`src/rtl/fifo_write_arbiter.sv`:
```
// Round-robin write arbiter sharing one fifo between NUM_REQ valid/ready producers.
// Define FIFO_ARB_STATS_EN to add saturating per-requester accept counters (accept_count).
module fifo_write_arbiter #(
  parameter int unsigned NUM_REQ    = 4,
  parameter int unsigned DATA_WIDTH = 8,
  parameter int unsigned MAX_BURST  = 4
) (
  input  logic                          clk,
  input  logic                          reset,
  input  logic [NUM_REQ-1:0]            req_valid,
  input  logic [NUM_REQ*DATA_WIDTH-1:0] req_data,
  output logic [NUM_REQ-1:0]            req_ready,
  output logic [DATA_WIDTH-1:0]         fifo_din,
  output logic                          fifo_write_en,
  input  logic                          fifo_full,
  output logic [$clog2(NUM_REQ)-1:0]    fifo_wr_id,
  output logic                          busy
`ifdef FIFO_ARB_STATS_EN
  ,
  output logic [NUM_REQ*16-1:0]         accept_count
`endif
);

  localparam int unsigned IdW  = $clog2(NUM_REQ);
  localparam int unsigned CntW = $clog2(MAX_BURST + 1);

  typedef enum logic [0:0] {StIdle, StOwn} state_e;

  state_e                state_q, state_d;
  logic [IdW-1:0]        rr_ptr_q, rr_ptr_d;
  logic [IdW-1:0]        owner_q, owner_d;
  logic [CntW-1:0]       burst_cnt_q, burst_cnt_d;
  logic                  hold_valid_q, hold_valid_d;
  logic [DATA_WIDTH-1:0] hold_data_q, hold_data_d;
  logic [IdW-1:0]        hold_id_q, hold_id_d;

  logic                  slot_free;
  logic                  accept;
  logic [IdW-1:0]        acc_id;
  logic [DATA_WIDTH-1:0] acc_data;
  logic [IdW-1:0]        scan_idx;
  logic [IdW-1:0]        win_id;
  logic                  win_found;

  function automatic logic [IdW-1:0] inc_ptr(input logic [IdW-1:0] ptr);
    return IdW'((32'(ptr) + 32'd1) % NUM_REQ);
  endfunction

  // Write is suppressed during reset so a held beat is discarded, never emitted.
  assign fifo_write_en = hold_valid_q & ~fifo_full & ~reset;
  assign slot_free     = ~hold_valid_q | fifo_write_en;
  assign accept        = |(req_valid & req_ready);
  assign acc_id        = (state_q == StOwn) ? owner_q : win_id;
  assign fifo_din      = hold_data_q;
  assign fifo_wr_id    = hold_id_q;

  // First valid requester at or after rr_ptr, wrapping modulo NUM_REQ.
  always_comb begin
    win_id    = '0;
    win_found = 1'b0;
    scan_idx  = '0;
    for (int unsigned k = 0; k < NUM_REQ; k++) begin
      scan_idx = IdW'((32'(rr_ptr_q) + k) % NUM_REQ);
      if (!win_found && req_valid[scan_idx]) begin
        win_found = 1'b1;
        win_id    = scan_idx;
      end
    end
  end

  always_comb begin
    acc_data = '0;
    for (int unsigned i = 0; i < NUM_REQ; i++) begin
      if (acc_id == IdW'(i)) acc_data = req_data[i*DATA_WIDTH +: DATA_WIDTH];
    end
  end

  always_ff @(posedge clk) begin
    if (reset) begin
      state_q      <= StIdle;
      rr_ptr_q     <= '0;
      owner_q      <= '0;
      burst_cnt_q  <= '0;
      hold_valid_q <= 1'b0;
      hold_data_q  <= '0;
      hold_id_q    <= '0;
    end else begin
      state_q      <= state_d;
      rr_ptr_q     <= rr_ptr_d;
      owner_q      <= owner_d;
      burst_cnt_q  <= burst_cnt_d;
      hold_valid_q <= hold_valid_d;
      hold_data_q  <= hold_data_d;
      hold_id_q    <= hold_id_d;
    end
  end

  always_comb begin
    state_d     = state_q;
    rr_ptr_d    = rr_ptr_q;
    owner_d     = owner_q;
    burst_cnt_d = burst_cnt_q;
    unique case (state_q)
      StIdle: begin
        if (accept) begin
          if (MAX_BURST == 1) begin
            rr_ptr_d = inc_ptr(win_id);
          end else begin
            state_d     = StOwn;
            owner_d     = win_id;
            burst_cnt_d = CntW'(1);
          end
        end
      end
      StOwn: begin
        if (!req_valid[owner_q]) begin
          state_d  = StIdle;
          rr_ptr_d = inc_ptr(owner_q);
        end else if (accept) begin
          burst_cnt_d = burst_cnt_q + CntW'(1);
          if (burst_cnt_d == CntW'(MAX_BURST)) begin
            state_d  = StIdle;
            rr_ptr_d = inc_ptr(owner_q);
          end
        end
      end
    endcase
  end

  always_comb begin
    hold_valid_d = hold_valid_q;
    hold_data_d  = hold_data_q;
    hold_id_d    = hold_id_q;
    if (accept) begin
      hold_valid_d = 1'b1;
      hold_data_d  = acc_data;
      hold_id_d    = acc_id;
    end else if (fifo_write_en) begin
      hold_valid_d = 1'b0;
    end
  end

  always_comb begin
    req_ready = '0;
    busy      = (state_q == StOwn);
    if (!reset && slot_free) begin
      unique case (state_q)
        StIdle: if (win_found) req_ready[win_id] = 1'b1;
        StOwn:  req_ready[owner_q] = req_valid[owner_q];
      endcase
    end
  end

`ifdef FIFO_ARB_STATS_EN
  logic [NUM_REQ-1:0][15:0] acc_cnt_q;

  always_ff @(posedge clk) begin
    if (reset) begin
      acc_cnt_q <= '0;
    end else begin
      for (int unsigned i = 0; i < NUM_REQ; i++) begin
        if (req_valid[i] && req_ready[i] && acc_cnt_q[i] != 16'hFFFF) begin
          acc_cnt_q[i] <= acc_cnt_q[i] + 16'd1;
        end
      end
    end
  end

  assign accept_count = acc_cnt_q;
`endif

endmodule
```
`config.mk`:
```
export PLATFORM = sky130hd
export DESIGN_NAME = fifo_write_arbiter
export DESIGN_NICKNAME = d
export VERILOG_FILES = /design/src/rtl/fifo_write_arbiter.sv
export SDC_FILE = /design/constraint.sdc
export NUM_CORES = 1
export LEC_CHECK = 0
export CORE_MARGIN = 1
export CORE_UTILIZATION = 44
export DETAILED_ROUTE_END_ITERATION = 8
export PLACE_DENSITY_LB_ADDON = 0.05
export SLEW_MARGIN = 20
export SYNTH_ARGS = -nofsm -noshare
export SYNTH_HDL_FRONTEND = slang
export SYNTH_SLANG_ARGS = --single-unit
```
`constraint.sdc`:
```
create_clock -name clk -period 3.61 [get_ports clk]
set_input_delay 0.5415 -clock clk [delete_from_list [all_inputs] [get_ports clk]]
set_output_delay 0.5415 -clock clk [all_outputs]
set_load 0.05 [all_outputs]
```
==> flow_metrics.py <==
metrics = {
    "timing": {
        "setup_violations": 0,
        "finClkSkew_ns": 0.00819,
        "post-route-period-util": 0.812,
        "worst_pin_slew_ns": 0.696,
        "setup_tns_ns": 0,
        "finalMaxSlewViolations": 0,
        "rsz0062_at_grt": "false",
        "fmax_mhz": 341,
        "hold_violations": 0,
        "hold_ws_ns": 0.488,
        "finalCriticalPeriod_ns": 2.93,
        "max_slew_margin": 0.536,
    },
    "synth": {
        "syn_avg_cell_area_um2": 8.85,
        "yosys.area.top_type_share": 0.281,
        "synth.distinct_cells": 41,
        "synth_area_leader_cell": "dfxtp_1",
        "synth_area_mm2": 0.00135,
        "yosysWarnings": 0,
        "netlist_instances": 153,
        "ys_ff_latch": 19,
        "yosys-top-cells-area": "dfxtp_1, mux2i_1, a2111oi_2",
        "ys_seq_area_frac": 0.281,
        "synth.net_count": 198,
    },
    "power_and_ir_drop": {
        "sequentialPowerShare": 0.376,
        "peakVddDrop_uv": 221,
        "p_sw_frac": 0.390,
        "clkPwrFrac": 0.158,
        "combPwrFrac": 0.466,
        "internal_power_mw": 0.402,
        "switchingPower_mw": 0.257,
        "powerDensity_mw_per_mm2": 342,
        "fin_total_pwr_mw": 0.658,
        "power_leakage_nw": 0.827,
    },
    "route": {
        "drt_iter0_markers": 58,
        "via_count": 1362,
        "wire_per_inst_um": 15.1,
        "drtPass1Iterations": 6,
        "wirelength_mm": 3.56,
        "ant_nets": 0,
        "viasPerCell": 5.77,
        "wl_met3_um": 321,
        "wl_met2_mm": 1.67,
        "top_layer": "met4",
        "drc_errors": 7,
        "met1_length_mm": 1.47,
    },
    "clock_network": {
        "ctsHoldBuffers": 0,
        "cts_max_path_buffers": 2,
        "numClockSinks": 19,
        "clock_latency_ns": 0.29,
        "cts_setup_buffers": 0,
        "clk_pin_slew_worst_paths_ns": 0.11,
        "cts_htree_levels": 1,
        "cts_buffers": 3,
        "cts_tree": "yes",
        "cts_root_buffer": "clkbuf_4",
        "cts.repair.resized": 0,
    },
    "floorplan": {
        "io_pins": 55,
        "core-area_mm2": 0.00283,
        "die_h_um": 57.5,
        "initial_core_util": 0.479,
        "die-area_mm2": 0.00330,
        "row_count": 19,
        "die_w_um": 57.5,
    },
    "setup_path": {
        "timing_worst_setup_path_type": "input port to primary output",
        "r2r-start": "owner_q[0]$_SDFFE_PP0P_",
        "cpMostUsedCell": "nor2_1",
        "critPathCaptureType": "primary output",
        "reg2reg_depth": 8,
        "reg2reg_to": "fifo_din[6]$_SDFFE_PP0P_",
        "crit_chain": "clkdlybuf4s50_1 > nor2b_1 > nor2_1 > o211ai_1 > nor2_1 > a22oi_1 > nor2_1 > buf_4",
        "max_stage_delay_ns": 0.59,
        "r2r_slack_ns": 0.90,
        "cp_max_fo": 7,
        "start_kind": "input port",
        "crit_slowest_cell": "clkdlybuf4s50_1",
        "cp_data_required_time_ns": 3.07,
        "cp.arrival_ns": 2.39,
    },
    "job": {
        "drv_cap": 0,
    },
    "layout": {
        "finalNonFillerCells": 236,
        "finalNetCount": 251,
        "layout-drive-gt1-share": 0.112,
        "layout_commonest_cell": "clkdlybuf4s50_1",
        "area_growth_syn_to_layout_pct": 42.1,
        "diodes": 0,
        "final_cell_mix": "clkdlybuf4s50_1, nor2_1, dfxtp_1",
        "utilization": 0.680,
    },
    "outcome": {
        "status": "complete, but fails checks",
        "failed_checks": "DRC",
    },
    "global_routing": {
        "grt_max_degree": 22,
        "grt_antenna_before_repair": 0,
        "grt_pass1_vias": 1347,
        "track_usage": 0.235,
        "grt_pass1_wl_mm": 6.10,
        "grt_overflow": 0,
    },
    "place": {
        "gp_congestion": 0.862,
        "placedCellCount": 232,
        "hpwl_mm": 2.83,
        "port_buffers": 54,
    },
    "worst_hold_path": {
        "hold_end": "hold_valid_q$_SDFFE_PP0P_",
        "min_path_type": "flop to flop",
        "holdPathStages": 2,
        "hp-start": "hold_valid_q$_SDFFE_PP0P_",
    },
}
-- critical path: cells and delay by family --
family | cells | cell delay [ns]
AOI/OAI and AO/OA | 2 | 0.56
buffers and inverters | 2 | 0.79
and+or+nand+nor | 4 | 0.49
-- power groups by stage --
stage               Combinational [mW]  Sequential [mW]  Clock, mW
global route                     0.330            0.251      0.117
CTS                              0.307            0.247      0.109
global placement                 0.302            0.251          0
finish                           0.307            0.248      0.104
floorplan                        0.146            0.307          0
detailed placement               0.307            0.252          0
-- cells by family after synthesis --
kind of cell	count (synthesis)	share of synthesized area
AO/OA/AOI/OAI	35	0.227
XOR/XNOR	1	0.00647
adder cells (fa/ha/maj)	6	0.0555
buffers and inverters	11	0.0453
flip-flops	19	0.281
multiplexers	19	0.151
AND/OR/NAND/NOR	62	0.234
-- worst max-delay path by stage --
stage                 start                  endpoint  slack (ns)  depth (start not counted)
2_1_floorplan         reset             fifo_write_en        0.88                          3
3_3_place_gp   req_valid[3]  fifo_din[6]$_SDFFE_PP0P_        0.65                          7
3_5_place_dp   req_valid[0]  fifo_din[6]$_SDFFE_PP0P_        0.48                          7
4_1_cts        req_valid[0]              req_ready[3]        0.70                          8
5_1_grt        req_valid[0]              req_ready[1]        0.50                          8
6_report       req_valid[0]              req_ready[1]        0.68                          8
-- state kept, by name (all words and copies together), names as in the netlist --
name	flops
burst_cnt_q	3
rr_ptr_q	2
owner_q	2
busy	1
fifo_wr_id	2
fifo_din	8
hold_valid_q	1
-- metrics by stage --
step	area [um2]	worst slack, ns
after floorplan	1350	0.878
after global placement	1900	0.649
after detailed placement	1900	0.477
after CTS	1920	0.696
after global routing	1920	0.500
final	1920	0.678
-- per-layer routing --
| metal | vias to the layer above | GRT usage |
|---|---|---|
| met5 | - | 0 |
| met4 | 0 | 0.0767 |
| met3 | 14 | 0.0454 |
| met2 | 73 | 0.410 |
| met1 | 606 | 0.288 |
| li1 | 669 | - |
-- Yosys cell counts (all sizes together) --
cell type and number:
mux2i 17, a32oi 3, o21ai 2, a22o 1, nor3b 2, nand3 1, a22oi 2, inv 3
xor2 1, nor3 2, a211oi 3, a21oi 7, a221oi 1, or2 1, a2111oi 8, nand2b 4
o211ai 1, and2 2, mux2 1, a21o 1, a211o 1, dfxtp 19, and3 8, buf 5
o21a 1, nor2 26, clkbuf 3, a2bb2oi 1, ha 6, nor2b 6, nand3b 1, nand2 9
mux4 1, o22ai 1, o21bai 1, o31ai 1
-- area by class of cell --
class / instances / area, um2
fill: 237 / 906
clock buffer: 3 / 22.5
clock inverter: 1 / 5.00
inverter: 3 / 11.3
tap: 31 / 38.8
timing repair buffer: 56 / 546
sequential: 19 / 380
multi-input combinational: 123 / 920
(Power assumes the default switching activity.)
==> variant 1 (same flow settings) <==
Add a define of `FIFO_ARB_STATS_EN`.
--- a/src/rtl/fifo_write_arbiter.sv
+++ b/src/rtl/fifo_write_arbiter.sv
@@ -2,2 +2,4 @@
 // Define FIFO_ARB_STATS_EN to add saturating per-requester accept counters (accept_count).
+`define FIFO_ARB_STATS_EN
+
 module fifo_write_arbiter #(
Check against the original RTL (old outputs only; new: accept_count): equivalent (Yosys induction, for registers that start in step).
==> variant 1 against the unedited design <==
The flow now finishes without violations. Setup slack lost 55 ps. Power grew to 3.0 times the old value. First-iteration DRC count grew 140%. Area after synthesis grew to 3.2 times the old value. Cell area grew to 3.1 times the old value. Synthesized cell count grew to 3.3 times the old value. Clock power grew to 6.5 times the old value. Register-to-register slack gained 80 ps. Wire length grew to 2.9 times the old value. Sequential cell count grew 64. Largest power group is now sequential cells.
==> variant 1: results (changes against the unedited design) <==
Status: complete, no violations
Post-synthesis xor/xnor area fraction: 10.0% (+9.4 points)
CTS resizes: 0 (unchanged)
Final hold violations: 0 (unchanged)
Synth Area in Adders: 2.86% (-2.7 points)
Worst-Margin Slew: 862 ps (+166 ps)
RePlAce Congestion: 0.812 (-5.7%)
Vias in the first global route: 3588 (+170%)
Max reg flops: 64 (+56)
Synth cell count leaders: dfxtp_1 (83), nor2_1 (80), nand2_1 (33), nand3_1 (29), xnor2_1 (28)
Clock root buffer: clkbuf_8
Port Buffers: 118 (+120%)
Final core occ: 60.4% (-7.5 points)
DRT iter0 DRCs: 139 (+140%)
Total GRT Usage: 20.8% (-2.7 points)
Synth area leaders: dfxtp_1 (38%), nor2_1 (6.9%), xnor2_1 (5.6%)
Worst-path clk slew: 80 ps (-30 ps)
FFs w/ async S/R, synth: 0% (unchanged)
Post-DP Area: 5690 µm² (+200%)
VDD IR-drop max: 0.000151 V (-31%)
Yosys warns: 0 (unchanged)
Routed len/inst: 13.5 µm (-10%)
Worst min path class: reg -> reg
Post-DP HPWL: 7230 µm (+160%)
Largest net degree at the start of global routing: 89 (+300%)
Syn Nets: 548 (+180%)
Final Skew: 8.14 ps (-0.0421 ps)
Clk buf depth: 2 (unchanged)
Initial antenna violation count: 0 (unchanged)
Layout cells sized above 1: 7.44% (-3.8 points)
DR WL met2: 4450 µm (+170%)
Pleak: 2.06 nW (+150%)
M1 WL: 4810 µm (+230%)
Multiplexer share of the synthesized area: 7.63% (-7.4 points)
NumNets Final: 663 (+160%)
Synth Area in Compound Gates: 9.03% (-14 points)
Clock latency at the later pin of the worst-skew pair: 360 ps (+70 ps)
Netlist cell types: 52 (+27%)
Critical Path AT: 3270 ps (+880 ps)
DRT Pass-1 Iters: 6 (unchanged)
Vias per cell: 5.35 (-7.4%)
Setup WS pre-CTS: 272 ps (-205 ps)
CP max FO: 16 (+9)
Met3 wire len: 718 µm (+120%)
Fill cell count: 885 (+270%)
Share of the yosys chip area belonging to registers: 37.9% (+9.8 points)
CTS H-tree depth: 3 (+2)
First-pass GRT wire length: 16900 µm (+180%)
Top FF cell, synth: dfxtp_1
# diodes: 0 (unchanged)
Max Used Layer: met4
Cts bufs inserted: 9 (+6)
variant 1: path summary, 6_finish.rpt:
path | start | to | slack, ps | depth (start not counted)
max | req_valid[1] | burst_cnt_q[2] | 620 | 9
min | burst_cnt_q[1] | burst_cnt_q[1] | 490 | 2
max reg2reg | owner_q[0] | fifo_din[0] | 980 | 7
min reg2reg | burst_cnt_q[1] | burst_cnt_q[1] | 490 | 2
variant 1: worst max-delay path: stages:
cell,delay (ps)
clkdlybuf4s50_1,640
nor2b_2,80
a21boi_1,170
o32a_4,370
o31a_4,420
nor4bb_4,200
buf_4,200
or4b_1,500
a21oi_1,150
variant 1: cell families (layout without fill, tap and decap cells):
family / Yosys count / count (layout)
muxes: 22 / 22
AOI/OAI and AO/OA: 57 / 57
adders and majority gates: 10 / 10
and+or+nand+nor: 244 / 244
DFF: 83 / 83
xor gates and xnor gates: 50 / 50
buffers and inverters: 33 / 152
variant 1: layout make-up:
type	instances	share of cell area, %
well taps	133	2.83
multi-input cells	383	43.9
flip-flops and latches	83	28.3
repair buffers	126	21.1
inverters	11	0.702
clock inverters	2	0.596
clock buffers	13	2.70
variant 1: metrics by stage:
step                hold WS (ps)  cells
floorplan                    452    499
global placement             460    736
detailed placement           485    736
CTS                          496    751
global route                 524    751
finish                       490    751
variant 1: report_power, final:
part,leakage (nW),switching [W],internal [W]
registers,0.670,0.0000266,0.000937
logic,1.29,0.000196,0.000159
clock network,0.0995,0.000326,0.000354
variant 1: layer usage:
layer	vias up	global-route usage, %
met4	0	7.25
li1	2007	-
met2	116	31.3
met1	1881	27.6
met3	11	6.90
met5	-	0
==> variant 2 (config.mk and constraints unchanged) <==
Made on the original files. `hold_data_q` no longer has a reset.
--- a/src/rtl/fifo_write_arbiter.sv
+++ b/src/rtl/fifo_write_arbiter.sv
@@ -84,3 +84,2 @@
       hold_valid_q <= 1'b0;
-      hold_data_q  <= '0;
       hold_id_q    <= '0;
@@ -92,5 +91,8 @@
       hold_valid_q <= hold_valid_d;
-      hold_data_q  <= hold_data_d;
       hold_id_q    <= hold_id_d;
     end
+  end
+
+  always_ff @(posedge clk) begin
+    hold_data_q <= hold_data_d;
   end
Check against the original RTL: differs if reset is asserted again (counterexample within 4 cycles, from zero or initial values and one cycle with reset high); with reset held inactive, the same outputs for 4 cycles.
==> variant 2 against the unedited design <==
Power is 2.8% lower. Wire length is 12% lower. Sequential cell count stayed put. Critical path depth is 2 lower. Area after synthesis is 3.6% lower. Die area is 3.5% lower. Setup slack worse by 530 ps. Cell area is 1.9% lower. Hold slack better by 18 ps. Count of clock-buffer cells in the layout is 1 higher. Critical path type unchanged. Highest routed layer unchanged.
==> variant 2: results (changes against the unedited design) <==
Status: complete, no violations
Fill cell count: 246 (+3.8%)
Critical Path AT: 2930 ps (+540 ps)
Detailed Route WL: 3130 µm (-12%)
Pleak: 0.720 nW (-13%)
Netlist cell types: 40 (-2.4%)
Worst-Margin Slew: 970 ps (+274 ps)
Met3 Track Usage GR: 4.84% (+0.30 points)
M1 WL: 1280 µm (-13%)
Synth Area per Inst: 10.2 µm² (+15%)
Post-synthesis xor/xnor area fraction: 0.671% (+0.024 points)
Vias in the first global route: 1113 (-17%)
Share of the yosys chip area belonging to registers: 35.3% (+7.2 points)
Largest net degree at the start of global routing: 18 (-18%)
NumNets Final: 230 (-8.4%)
Syn Nets: 173 (-13%)
Multiplexer share of the synthesized area: 22.7% (+7.7 points)
Synth Area in Adders: 5.75% (+0.21 points)
PnR Total Power: 0.000640 W (-2.8%)
DRT iter0 DRCs: 31 (-47%)
Slowest stage delay, CP: 690 ps (+100 ps)
Met1 GRT Util: 25.5% (-3.3 points)
First-pass GRT wire length: 5110 µm (-16%)
Combinational group share of total power: 42.2% (-4.4 points)
RePlAce Congestion: 0.925 (+7.3%)
Sw frac: 35.6% (-3.4 points)
DRT Pass-1 Iters: 5 (-1)
DR WL met2: 1620 µm (-3.1%)
Synth area leaders: mux2i_1 (21%), edfxtp_1 (18%), dfxtp_1 (17%)
Total GRT Usage: 20.5% (-3.0 points)
Final std cells w/o fill: 215 (-8.9%)
Met2 GRT Util: 36.0% (-5.1 points)
Post-DP HPWL: 2510 µm (-11%)
Met3 wire len: 193 µm (-40%)
Sequential share of power: 40.9% (+3.3 points)
Vias per cell: 5.67 (-1.7%)
Final Skew: 2.78 ps (-5.41 ps)
Synth cell count leaders: mux2i_1 (27), a21oi_1 (12), nor2_1 (12), dfxtp_1 (11), edfxtp_1 (8)
-- variant 2: metrics by stage --
step	setup WS, ps	utilization, %	cell area, µm²
finish	143	67.8	1890
global route	50.1	67.8	1890
CTS	152	67.8	1890
detailed placement	151	66.9	1860
global placement	252	66.9	1860
floorplan	1150	-	1310
-- variant 2: path summary, 6_finish.rpt --
kind | from | end | slack [ps] | cells after the start
worst min register to register | fifo_wr_id[1] | fifo_wr_id[1] | 510 | 2
worst max-delay path | req_valid[1] | req_ready[3] | 140 | 6
worst min-delay path | fifo_wr_id[1] | fifo_wr_id[1] | 510 | 2
worst max register to register | rr_ptr_q[0] | fifo_din[0] | 1430 | 5
-- variant 2: worst min-delay path, cell delays in order, from the launching register on --
cell     delay [ps]
dfxtp_1         340
mux2i_1          60
nor2_1           70
-- variant 2: area by class of cell --
cell class / instances / share of cell area (%)
inverters: 4 / 0.796
flip-flops and latches: 19 / 24.4
well taps: 31 / 2.06
repair buffers: 56 / 29.0
multi-input cells: 101 / 42.3
clock buffers: 4 / 1.39
